## src/rtl/shift_pkg.sv

```systemverilog
// Shared definitions for the shift-unit controller: funct codes, FSM state
// encoding, default widths and the bit-reverse helper used to build SLL from SRL.
package shift_pkg;

  localparam int DEF_WIDTH   = 32;
  localparam int DEF_SHAMT_W = 5;

  localparam logic [5:0] FUNCT_SLL = 6'b000000;
  localparam logic [5:0] FUNCT_SRL = 6'b000010;
  localparam logic [5:0] FUNCT_SRA = 6'b000011;

  typedef enum logic [1:0] {
    ST_IDLE  = 2'd0,
    ST_SHIFT = 2'd1,
    ST_FIX   = 2'd2,
    ST_RESP  = 2'd3
  } state_e;

  // Internal operation class derived from the funct code at grant time.
  typedef enum logic [1:0] {
    OP_SLL = 2'd0,
    OP_SRL = 2'd1,
    OP_SRA = 2'd2,
    OP_ERR = 2'd3
  } op_e;

  function automatic logic [DEF_WIDTH-1:0] bit_reverse(input logic [DEF_WIDTH-1:0] d);
    logic [DEF_WIDTH-1:0] r;
    for (int i = 0; i < DEF_WIDTH; i++) r[i] = d[DEF_WIDTH-1-i];
    return r;
  endfunction

  function automatic op_e decode_funct(input logic [5:0] f);
    case (f)
      FUNCT_SLL: return OP_SLL;
      FUNCT_SRL: return OP_SRL;
      FUNCT_SRA: return OP_SRA;
      default:   return OP_ERR;
    endcase
  endfunction

endpackage

```

## src/rtl/rr_arb2.sv

```systemverilog
// Two-way round-robin arbiter: a lone requester always wins; on contention
// the requester that was not granted last time wins.
module rr_arb2 (
  input  logic [1:0] req,
  input  logic       last,
  output logic [1:0] grant
);

  // One-hot grant selection from the request vector and the last winner.
  always_comb begin
    // NOTE: default assignment first so no path through the block infers a latch.
    grant = req;
    if (req == 2'b11) grant = last ? 2'b01 : 2'b10;
  end

endmodule

```

## src/rtl/shift_unit_ctrl.sv

```systemverilog
// Shares one SRL-only shifter between the ALU issue port (0) and the
// load-align port (1). SLL is built by reversing the operand before and the
// result after the shift; SRA ORs in a sign-fill mask after the shift.
module shift_unit_ctrl
  import shift_pkg::*;
#(
  parameter int WIDTH   = DEF_WIDTH,
  parameter int SHAMT_W = DEF_SHAMT_W
) (
  input  logic               clk,
  input  logic               reset,
  input  logic [1:0]         req_valid,
  output logic [1:0]         req_ready,
  input  logic [5:0]         req_funct0,
  input  logic [5:0]         req_funct1,
  input  logic [WIDTH-1:0]   req_data0,
  input  logic [WIDTH-1:0]   req_data1,
  input  logic [SHAMT_W-1:0] req_shamt0,
  input  logic [SHAMT_W-1:0] req_shamt1,
  output logic [WIDTH-1:0]   sh_dataA,
  output logic [WIDTH-1:0]   sh_dataB,
  output logic [5:0]         sh_signal,
  input  logic [WIDTH-1:0]   sh_dataOut,
  output logic               resp_valid,
  input  logic               resp_ready,
  output logic [WIDTH-1:0]   resp_data,
  output logic               resp_id,
  output logic               resp_err,
  output logic               busy
);

  state_e               state;
  op_e                  op_q;
  logic [SHAMT_W-1:0]   shamt_q;
  logic [WIDTH-1:0]     cap_q;
  logic                 rr_last;

  logic [1:0]           grant;
  logic                 sel_id;
  logic [5:0]           sel_funct;
  logic [WIDTH-1:0]     sel_data;
  logic [SHAMT_W-1:0]   sel_shamt;
  op_e                  sel_op;
  logic [WIDTH-1:0]     fix_data;

  rr_arb2 u_arb (
    .req   (req_valid),
    .last  (rr_last),
    .grant (grant)
  );

  // Accept strobe is only offered while idle; reset masks it so every output
  // is quiet for as long as reset is held.
  assign req_ready = (state == ST_IDLE && !reset) ? grant : 2'b00;
  assign busy      = (state != ST_IDLE);

  // Select the granted requester's operands and classify its funct.
  always_comb begin
    sel_id    = grant[1];
    sel_funct = sel_id ? req_funct1 : req_funct0;
    sel_data  = sel_id ? req_data1  : req_data0;
    sel_shamt = sel_id ? req_shamt1 : req_shamt0;
    sel_op    = decode_funct(sel_funct);
  end

  // Post-shift fix-up: undo the SLL reversal or add the SRA sign fill.
  // sh_dataA still holds the unreversed operand for SRA, so its MSB is the sign.
  always_comb begin
    fix_data = cap_q;
    case (op_q)
      OP_SLL:  fix_data = bit_reverse(cap_q);
      OP_SRA:  if (sh_dataA[WIDTH-1]) fix_data = cap_q | ~({WIDTH{1'b1}} >> shamt_q);
      default: fix_data = cap_q;
    endcase
  end

  // Controller FSM with registered shifter drive and response outputs.
  always_ff @(posedge clk or posedge reset) begin
    if (reset) begin
      state      <= ST_IDLE;
      op_q       <= OP_SRL;
      shamt_q    <= '0;
      cap_q      <= '0;
      rr_last    <= 1'b1;
      sh_dataA   <= '0;
      sh_dataB   <= '0;
      sh_signal  <= '0;
      resp_valid <= 1'b0;
      resp_data  <= '0;
      resp_id    <= 1'b0;
      resp_err   <= 1'b0;
    end else begin
      // NOTE: non-blocking assignments so every register samples pre-edge values.
      case (state)
        ST_IDLE: begin
          if (|grant) begin
            rr_last  <= sel_id;
            resp_id  <= sel_id;
            op_q     <= sel_op;
            shamt_q  <= sel_shamt;
            sh_dataA <= (sel_op == OP_SLL) ? bit_reverse(sel_data) : sel_data;
            sh_dataB <= {{(WIDTH-SHAMT_W){1'b0}}, sel_shamt};
            if (sel_op == OP_ERR) begin
              resp_err   <= 1'b1;
              resp_data  <= '0;
              resp_valid <= 1'b1;
              state      <= ST_RESP;
            end else begin
              resp_err  <= 1'b0;
              sh_signal <= FUNCT_SRL;
              state     <= ST_SHIFT;
            end
          end
        end
        ST_SHIFT: begin
          cap_q     <= sh_dataOut;
          sh_signal <= '0;
          state     <= ST_FIX;
        end
        ST_FIX: begin
          resp_data  <= fix_data;
          resp_valid <= 1'b1;
          state      <= ST_RESP;
        end
        ST_RESP: begin
          if (resp_ready) begin
            resp_valid <= 1'b0;
            state      <= ST_IDLE;
          end
        end
        default: state <= ST_IDLE;
      endcase
    end
  end

endmodule

```

## config.mk

```make
export PLATFORM = sky130hd
export DESIGN_NAME = shift_unit_ctrl
export DESIGN_NICKNAME = d
export VERILOG_FILES = /design/src/rtl/shift_pkg.sv /design/src/rtl/rr_arb2.sv /design/src/rtl/shift_unit_ctrl.sv
export SDC_FILE = /design/constraint.sdc
export NUM_CORES = 1
export LEC_CHECK = 0
export CELL_PAD_IN_SITES_DETAIL_PLACEMENT = 2
export CELL_PAD_IN_SITES_GLOBAL_PLACEMENT = 2
export CORE_MARGIN = 1
export CORE_UTILIZATION = 27
export DETAILED_ROUTE_END_ITERATION = 16
export MAX_ROUTING_LAYER = met4
export PLACE_DENSITY_LB_ADDON = 0.1
export SETUP_SLACK_MARGIN = 0.3
export SLEW_MARGIN = 20
export SYNTH_ARGS = -nofsm -noshare
export SYNTH_HDL_FRONTEND = slang
export SYNTH_SLANG_ARGS = --single-unit
export TNS_END_PERCENT = 100
```

## constraint.sdc

```tcl
create_clock -name clk -period 4.8 [get_ports clk]
set_input_delay 0.96 -clock clk [delete_from_list [all_inputs] [get_ports clk]]
set_output_delay 0.96 -clock clk [all_outputs]
set_load 0.1 [all_outputs]
```

==> results.py <==
metrics = {
    "routing": {
        "wl_mm": 22.45,
        "firstDrtPassIters": 4,
        "vias": 5405,
        "dr.first_iter.drc_count": 189,
        "routed_via_density": 5.056,
        "routedWlPerCell_microns": 21.00,
        "drcViolationCount": 0,
        "ant_nets": 0,
    },
    "min_path": {
        "hold_class": "flop to flop",
    },
    "worst_setup_path": {
        "startpoint": "state[0]",
        "critical_path_required_ns": 3.84,
        "cp_common_cell": "inv_1",
        "path_class": "flop to output pin",
        "worstRegToRegCells": 7,
        "worstSetupEndpointType": "output pin",
        "cp-endpoint": "busy",
        "ff2ff_setup_slack_ns": 2.05,
        "crit_chain": "inv_1 -> ha_1 -> inv_1 -> clkdlybuf4s50_1",
        "crit_arrival_ns": 2.61,
        "crit_slowest_cell": "clkdlybuf4s50_1",
        "timing.rr.start": "state[0]",
        "cp_max_fo": 11,
        "max_stage_delay_ns": 1.17,
        "r2r_end": "resp_data[18]",
        "start_kind": "flop",
    },
    "synth": {
        "syn_inst": 601,
        "async_flop_share_pct": 100.0,
        "synth_area_leaders": "dfrtp_1, mux2i_1, o221ai_1, mux2_2, nand2_1",
        "ys_seq_area_share_pct": 44.80,
        "synth_enable_flop_cells": 0,
        "yosys_register_bits": 110,
        "synth_largest_area_cell": "dfrtp_1",
        "yosysMostFrequentCell": "dfrtp_1",
        "syn_area_per_cell_sq_um": 10.23,
        "yosysWarnings": 0,
        "synthFlopType": "dfrtp_1",
        "synth_top_cell_area_share_pct": 43.95,
        "synth_cell_types": 55,
        "synth_area_sq_um": 6150,
        "synth_common_cells": "dfrtp_1, nand2_1, mux2i_1",
    },
    "cells_and_area": {
        "fin_area_sq_um": 8522,
        "drive_above_1_share_pct": 9.706,
        "syn2layout_area_growth_pct": 38.58,
        "nets": 906,
    },
    "floorplanning": {
        "ios": 231,
        "die_y_microns": 152.9,
        "rows": 54,
        "dieArea_sq_um": 23380,
        "core_area_sq_um": 22090,
        "die_w_microns": 152.9,
        "start_util_pct": 27.83,
    },
    "power": {
        "power_density_nw_per_um2": 810.8,
        "power_mw": 6.909,
        "peakVddDrop_mv": 0.3529,
        "p_leak_nw": 3.336,
    },
    "sta": {
        "fin_setup_tns_ns": 0,
        "hold_viol": 0,
        "maxSlewHeadroom_pct": 28.79,
        "worst_slew_pin_slew_ns": 1.065,
        "layout_setup_ws_ns": 1.230,
        "max_freq_mhz": 280.1,
        "setup_viol": 0,
        "holdWs_ns": 0.4828,
        "min_period_ns": 3.570,
        "drv_slew": 0,
        "post-route-period-util_pct": 74.38,
        "fin_skew_ns": 0.009168,
        "grt_setup_unrepaired": "false",
    },
    "clocking": {
        "clock-root-buffer": "clkbuf_16",
        "cts_tree": "done",
        "clk_pin_slew_ns": 0.07,
        "cts_buffers": 9,
        "cts_max_path_buffers": 2,
        "clock_latency_ns": 0.36,
        "htree_levels": 3,
        "cts.repair.resized": 0,
        "cts-hold-fix-buffers": 0,
        "cts.sinks": 110,
        "cts_setup_buffers": 0,
    },
    "place": {
        "dpl_cell_area_sq_um": 8219,
        "place_ws_ns": 1.365,
        "place.gp.congestion": 0.7657,
        "dp_hpwl_mm": 16.95,
        "port-buffer-count": 198,
    },
    "global_route": {
        "grt_max_degree": 81,
        "grt_pass1_vias": 6179,
        "grt_usage_pct": 20.30,
        "antenna_found_initial": 5,
        "grt.overflow.total": 0,
        "grt_pass1_wl_mm": 35.53,
    },
    "job": {
        "drv_cap": 0,
    },
    "status": {
        "outcome": "finished clean",
    },
}
-- worst min-delay path by stage --
stage	startpoint	to	slack [ns]	cells past startpoint
finish	resp_data[6]	resp_data[6]	0.48	2
global placement	resp_id	resp_id	0.47	2
CTS	resp_id	resp_id	0.50	2
detailed placement	resp_id	resp_id	0.48	2
floorplan	cap_q[6]	cap_q[6]	0.49	1
global route	resp_id	resp_id	0.51	2
-- placed cells by master (no fill, tap or decap), types with 3 or more instances in the layout --
cell type        count
diode_2              6
clkbuf_16            9
a211o_1              5
or3_1                4
nor2b_1              5
nand3_1              4
o22ai_1              4
mux2_2              32
ha_1                 5
mux2i_1             72
o21ai_0             41
o31ai_1             12
nand2_1             84
clkdlybuf4s50_1    196
inv_1                9
a31oi_1              3
a21oi_1             23
clkinv_2             3
o221ai_1            46
nand2b_1             6
conb_1              32
o21ai_2              3
buf_4                9
dfrtp_1            108
nor3_1               7
nor2_1              19
-- registers in the layout, indices dropped and copies added (netlist names) --
| register | flops |
|---|---|
| resp_data | 32 |
| cap_q | 32 |
| state | 2 |
| rr_last | 1 |
| resp_id | 1 |
| op_q | 2 |
| sh_dataB | 5 |
| sh_signal | 1 |
| sh_dataA | 32 |
| resp_err | 1 |
| resp_valid | 1 |
-- critical path, delay by kind of cell (launching register included) --
family	cells	cell delay [ns]
flops	1	0.43
buf+inv	3	1.45
fa+ha+maj	1	0.36
-- layer usage --
layer / global-route usage (%) / vias to the layer above / share of wire (%)
met5: - / - / 0
met4: 4.810 / 0 / 1.2
met3: 8.506 / 22 / 9.0
met2: 34.82 / 172 / 50
met1: 21.61 / 2701 / 39
li1: - / 2510 / -
-- report_power, final --
part	total, mW	leakage (nW)	internal (mW)	switching [mW]
Clock	0.739	0.142	0.381	0.358
Sequential	1.80	1.35	1.37	0.425
Combinational	4.37	1.85	1.15	3.22
Total	6.91	3.34	2.91	4.00
-- layout make-up --
| type | count | area, sq um |
|---|---|---|
| fill | 2382 | 13570 |
| multi-input combinational | 440 | 3032 |
| sequential | 110 | 2755 |
| timing repair buffer | 206 | 2041 |
| tap | 280 | 350.3 |
| clock buffer | 11 | 252.7 |
| inverter | 11 | 45.04 |
| clock inverter | 5 | 31.28 |
| antenna | 6 | 15.01 |
-- metrics by stage --
| stage | std cells | utilization, % |
|---|---|---|
| 2_1_floorplan | 632 | - |
| 3_3_place_gp | 1047 | 37.20 |
| 3_5_place_dp | 1047 | 37.20 |
| 4_1_cts | 1063 | 38.49 |
| 5_1_grt | 1068 | 38.56 |
| 6_report | 1069 | 38.57 |
-- cells by family (layout without fill, tap and decap cells) --
| logic type | after synthesis | count (layout) | synth area share, % |
|---|---|---|---|
| AO/OA/AOI/OAI | 152 | 152 | 17.54 |
| XOR/XNOR | 1 | 1 | 0.1424 |
| adder cells (fa/ha/maj) | 5 | 5 | 1.017 |
| buffers and inverters | 82 | 233 | 7.935 |
| flip-flops | 110 | 110 | 44.80 |
| multiplexers | 104 | 104 | 17.58 |
| other | 1 | 38 | 0.06098 |
| AND/OR/NAND/NOR | 146 | 146 | 10.93 |
(Power assumes the default switching activity.)
==> edit 1 (config.mk and constraints unchanged) <==
The 4 values of `op_e` get a Gray code encoding in 2 bits.
--- a/src/rtl/shift_pkg.sv
+++ b/src/rtl/shift_pkg.sv
@@ -18,10 +18,10 @@
 
   // Internal operation class derived from the funct code at grant time.
   typedef enum logic [1:0] {
-    OP_SLL = 2'd0,
-    OP_SRL = 2'd1,
-    OP_SRA = 2'd2,
-    OP_ERR = 2'd3
+    OP_SLL = 2'b00,
+    OP_SRL = 2'b01,
+    OP_SRA = 2'b11,
+    OP_ERR = 2'b10
   } op_e;
 
   function automatic logic [DEF_WIDTH-1:0] bit_reverse(input logic [DEF_WIDTH-1:0] d);
Check against the original RTL: same outputs for any inputs over 4 cycles, from zero or initial values and one cycle with reset high; so few cycles prove little.
==> edit 1 against the original RTL <==
Cell area grew 4.5%; sequential cell count is the same; wire length grew 8.6%; cell count grew 4.9%; synthesized area grew 5.6%; critical path type unchanged; largest cell class unchanged; sequential share of layout area shrank 1.4 points; worst setup slack gained 20 ps.
Power is left out: the tool's default activity adds up to more than one toggle a clock period on the data nets, which glitch-free logic cannot reach.
==> edit 1: results (changes against the original RTL) <==
** Logic synthesis
- Async set-or-reset flop fraction in the synthesized netlist :: 1.00 (unchanged)
- Sequential area share after synthesis :: 0.424 (was 0.448)
- The number of distinct standard cells referenced by the synthesized netlist is 56 (was 55).
- The number of warnings issued by yosys was 0 (unchanged).
- Cell types occupying the most area after synthesis :: dfrtp_1 42%, a211oi_2 5.8%, mux2_2 5.5%, mux2i_1 4.9%, a211oi_1 4.4% (was dfrtp_1 44%, mux2i_1 12%, o221ai_1 6.6%, mux2_2 5.9%, nand2_1 5.2%)
- Synth top cells by count: 108 x dfrtp_1, 48 x nor2_1, 42 x clkbuf_1 (was 108 x dfrtp_1, 85 x nand2_1, 72 x mux2i_1).
- The most common flop cell mapped by yosys is dfrtp_1 (unchanged).

** Setup path
- The launch point of the worst reg-to-reg path is state[0]$_DFFE_PP0P_ (unchanged).
- The data arrival time at the worst-slack endpoint was 2590 ps (was 2610 ps).
- Longest individual stage delay on the worst path :: 1160 ps
- Crit path max fanout :: 13 (was 11)
- Standard cell with the maximum stage delay on the critical path :: clkdlybuf4s50_1 (unchanged)
- The critical path class is flop to primary output (unchanged).

** Route
- Number of design-rule violations left by the first detailed-router iteration :: 256 (was 189)
- First-pass detailed-route iteration total :: 5 (was 4)
- The wire length per cell was 21.7 µm (was 21.0 µm).
- Total number of vias :: 5,785 (was 5,405)

** STA
- The slew at the pin closest to its max-slew limit is 1110 ps (was 1060 ps).
- The final setup skew came to 7.95 ps (was 9.17 ps).

** Global routing
- Wire length of the first global-routing pass :: 37.5 mm (was 35.5 mm)
- The number of global-route vias before repair came to 6,515 (was 6,179).
- Largest net degree at the start of global routing :: 66 (was 81)
- Antenna violations before repair :: 5 (unchanged)
- Global-route total usage across every layer :: 0.207 (was 0.203)

** CTS
- The buffer cell driving the clock tree root was clkbuf_16 (unchanged).
- The clock network latency to the later pin of the worst-skew pair is 360 ps (about the same).
- The number of buffers on the longest clock path is 2 (unchanged).
- The post-CTS setup-driven buffer insertion count is 0 (unchanged).
- H-Tree Level Count :: 3 (unchanged)
- Reg clk slew, reported paths :: about 80 ps
- The number of resized instances in the post-cts repair step is 0 (unchanged).
- The number of buffers added by the clock tree synthesis step came to 9 (unchanged).

** Cells and area
- Post-layout net count :: 922 (was 906)
- The share of post-route cells with drive strength above 1 was 0.134 (was 0.0971).
- Registers with the most flip-flops: cap_q x32, resp_data x32, sh_dataA x32 (unchanged).
- Fillers :: 2,539 (was 2,382)

** Hold path
- Hold path startpoint :: resp_data[7]$_DFFE_PP0P_ (was resp_data[6]$_DFFE_PP0P_)
- Min-delay worst type :: flop to flop (unchanged)

** Placed design
- The total cell area at the placement stage was 8610 µm² (was 8220 µm²).
- The weighted congestion at the end of routability-driven global placement came to 0.817 (was 0.766).
- Total half-perimeter wirelength after legalization and detailed placement :: 17.9 mm (was 16.9 mm)
- The number of buffers inserted by port buffering came to 198 (unchanged).

** Outcome
- Status: complete, no violations (unchanged).
## edit 1: final cells by class
cell class / count / area (µm²) / share of cell area
clock inverter: 7 / 56.3 / 0.00632
clock buffer: 9 / 225 / 0.0253
inverter: 9 / 37.5 / 0.00421
antenna: 5 / 12.5 / 0.00140
multi-input combinational: 451 / 3350 / 0.376
tap: 319 / 399 / 0.0448
sequential: 110 / 2760 / 0.309
timing repair buffer: 211 / 2070 / 0.233
## edit 1: worst paths after layout
kind	to	slack (ps)	cells after the start
min in group asynchronous	resp_valid$_DFFE_PP0P_	1240	3
hold reg to reg	resp_data[7]$_DFFE_PP0P_	500	1
max in group asynchronous	cap_q[1]$_DFFE_PP0N_	2220	4
setup reg to reg	sh_dataA[16]$_DFFE_PP0P_	1680	6
setup / recovery	busy	1250	4
hold / removal	resp_data[7]$_DFFE_PP0P_	500	1
## edit 1: through the flow
stage,setup WS (ps),cells,hold slack [ps]
after floorplan,488,661,491
after global placement,1150,1100,465
after detailed placement,1090,1100,482
after CTS,1210,1116,504
after global routing,1100,1121,515
final,1250,1121,501
## edit 1: cells by family (layout without fill, tap and decap cells)
| kind of cell | Yosys count | count (layout) | synth area share |
|---|---|---|---|
| AO/OA/AOI/OAI | 180 | 180 | 0.234 |
| adder cells (fa/ha/maj) | 7 | 7 | 0.0135 |
| multiplexers | 64 | 64 | 0.105 |
| buffers and inverters | 100 | 236 | 0.0828 |
| other | 1 | 37 | 0.000577 |
| flip-flops | 110 | 110 | 0.424 |
| AND/OR/NAND/NOR | 168 | 168 | 0.140 |
## edit 1: critical path, delay by kind of cell (launching register included)
| family | cells | cell delay [ps] |
|---|---|---|
| adders and majority gates | 1 | 360 |
| DFF | 1 | 410 |
| buffers and inverters | 3 | 1460 |
## edit 1: layer usage
metal | GRT usage | part of all wire
met5 | - | 0
met1 | 0.236 | 0.41
met2 | 0.366 | 0.52
met4 | 0.0319 | 0.0078
met3 | 0.0559 | 0.059
==> edit 2 (same flow settings) <==
Without the edit above. `DEF_WIDTH`: 32 -> 48.
--- a/src/rtl/shift_pkg.sv
+++ b/src/rtl/shift_pkg.sv
@@ -2,7 +2,7 @@
 // encoding, default widths and the bit-reverse helper used to build SLL from SRL.
 package shift_pkg;
 
-  localparam int DEF_WIDTH   = 32;
+  localparam int DEF_WIDTH   = 48;
   localparam int DEF_SHAMT_W = 5;
 
   localparam logic [5:0] FUNCT_SLL = 6'b000000;
Ports: changed (6 resized); port bits go from 231 to 327. No check against the original RTL was run, so the function may have changed too.
==> edit 2 against the original RTL <==
Count of clock-buffer cells in the layout rose by 7; wire length rose by 46%; cell area rose by 46%; critical path depth did not move; synthesized area rose by 43%; first-iteration DRC count rose by 29%; maximum frequency fell by 7.5%; die area rose by 43%; worst setup slack got worse by 290 ps; global-route usage rose by 0.38 points; sequential cell count rose by 48; utilization rose by 0.49 points; power rose by 50%; sequential share of layout area fell by 0.48 points; largest power group unchanged.
==> edit 2: results (changes against the original RTL) <==
** Placed design
- Total placed cells including tap cells :: 1,516 (was 1,047)
- Total half-perimeter wirelength after legalization and detailed placement :: 23.2 mm (was 16.9 mm)
- The weighted congestion at the end of routability-driven global placement is 0.726 (was 0.766).
- The number of buffers inserted by port buffering is 278 (was 198).

** Hold path
- The number of instances on the worst hold path was 1 (was 2).
- The hold path startpoint was resp_data[13]$_DFFE_PP0P_ (was resp_data[6]$_DFFE_PP0P_).
- Worst hold endpoint :: resp_data[13]$_DFFE_PP0P_ (was resp_data[6]$_DFFE_PP0P_)

** Logic synthesis
- Sequential area share after synthesis :: 0.449 (was 0.448)
- Synth top cells by count :: 156 x dfrtp_1, 124 x nand2_1, 99 x mux2_2 (was 108 x dfrtp_1, 85 x nand2_1, 72 x mux2i_1)
- Cell types occupying the most area after synthesis: dfrtp_1 44%, mux2_2 13%, o211ai_1 8.3%, nand2_1 5.3%, buf_4 4.3% (was dfrtp_1 44%, mux2i_1 12%, o221ai_1 6.6%, mux2_2 5.9%, nand2_1 5.2%).
- Post-synthesis area per instance :: 10.2 µm² (about the same)
- The number of distinct standard cells referenced by the synthesized netlist is 56 (was 55).

** Cells and area
- Fillers :: 3,416 (was 2,382)
- The final layout net count was 1,276 (was 906).
- The share of post-route cells with drive strength above 1 is 0.163 (was 0.0971).
- Registers with the most flip-flops :: cap_q x48, resp_data x48, sh_dataA x48 (was cap_q x32, resp_data x32, sh_dataA x32)

** Global routing
- The number of antenna violations at the first check in global routing came to 9 (was 5).
- Largest net degree at the start of global routing :: 159 (was 81)
- The total track usage came to 0.207 (was 0.203).
- Vias in the first global route :: 8,524 (was 6,179)
- The first-pass GRT wire length came to 51.0 mm (was 35.5 mm).

** Route
- The detailed-route vias per instance came to 4.95 (was 5.06).
- The iteration-0 DRC count of the detailed router is 243 (was 189).

** Setup path
- Flop2flop setup slack :: 1790 ps (was 2050 ps)
- Longest individual stage delay on the worst path :: 1070 ps (was 1170 ps)
- The data arrival time at the worst-slack endpoint was 2900 ps (was 2610 ps).
- The endpoint of the worst-slack reg-to-reg timing path was resp_data[45]$_DFFE_PP0P_ (was resp_data[18]$_DFFE_PP0P_).

** Power
- Reported leakage power :: 4.88 nW (was 3.34 nW)
- Worst vdd rail ir drop :: 0.286 mV (was 0.353 mV)

** STA
- Tightest Pin Transition :: 1110 ps (was 1060 ps)
- Worst hold slack :: 495 ps (was 483 ps)

** Outcome
- Status :: complete, no violations (unchanged)
[edit 2: cell types whose count changed after synthesis, moves of 10 or more]
cell       change
mux2_2        +67
nand4_1       +29
o221ai_1      -32
buf_2         +16
o2bb2ai_1     +17
o211ai_1      +95
clkbuf_1      +24
o31ai_2       +10
mux2i_1       -55
dfrtp_1       +48
nand2_1       +39
buf_4         +18
[edit 2: area by class of cell]
class	count	area share
multi-input cells	617	0.348
flip-flops and latches	158	0.318
repair buffers	296	0.238
well taps	435	0.0438
clock buffers	18	0.0354
clock inverters	14	0.0117
inverters	10	0.00332
diodes	9	0.00181
[edit 2: stage by stage]
stage                     instance area, µm²  utilization
after floorplan                         8990            -
after detailed placement               11800        0.371
final                                  12400        0.391
after CTS                              12400        0.390
after global routing                   12400        0.391
after global placement                 11800        0.371
[edit 2: metal layers]
layer | global-route usage | vias to the layer above | wire (µm)
met4 | 0.0390 | 0 | 255
met2 | 0.350 | 202 | 16500
met5 | - | - | 0
met3 | 0.0649 | 16 | 2120
met1 | 0.241 | 3907 | 13900
li1 | - | 3579 | -
[edit 2: power breakdown]
group	switching, mW	leakage (nW)	internal (mW)
sequential	0.552	1.93	1.97
combinational	4.72	2.66	1.77
clock	0.632	0.284	0.749
[edit 2: cell families (layout without fill, tap and decap cells)]
logic type | count (synthesis) | in the layout | synth area share
AO/OA/AOI/OAI | 233 | 233 | 0.197
buffers and inverters | 136 | 338 | 0.0846
AND/OR/NAND/NOR | 213 | 213 | 0.114
other | 1 | 57 | 0.000426
flip-flops | 158 | 158 | 0.449
XOR/XNOR | 2 | 2 | 0.00199
multiplexers | 116 | 116 | 0.146
adder cells (fa/ha/maj) | 5 | 5 | 0.00711
[edit 2: worst max-delay path by stage]
stage | endpoint | slack (ps) | cells past startpoint
6_report | busy | 940 | 4
5_1_grt | busy | 780 | 4
4_1_cts | busy | 910 | 4
3_5_place_dp | req_ready[1] | 1170 | 5
3_3_place_gp | req_ready[1] | 1230 | 5
2_1_floorplan | req_ready[0] | -220 | 2
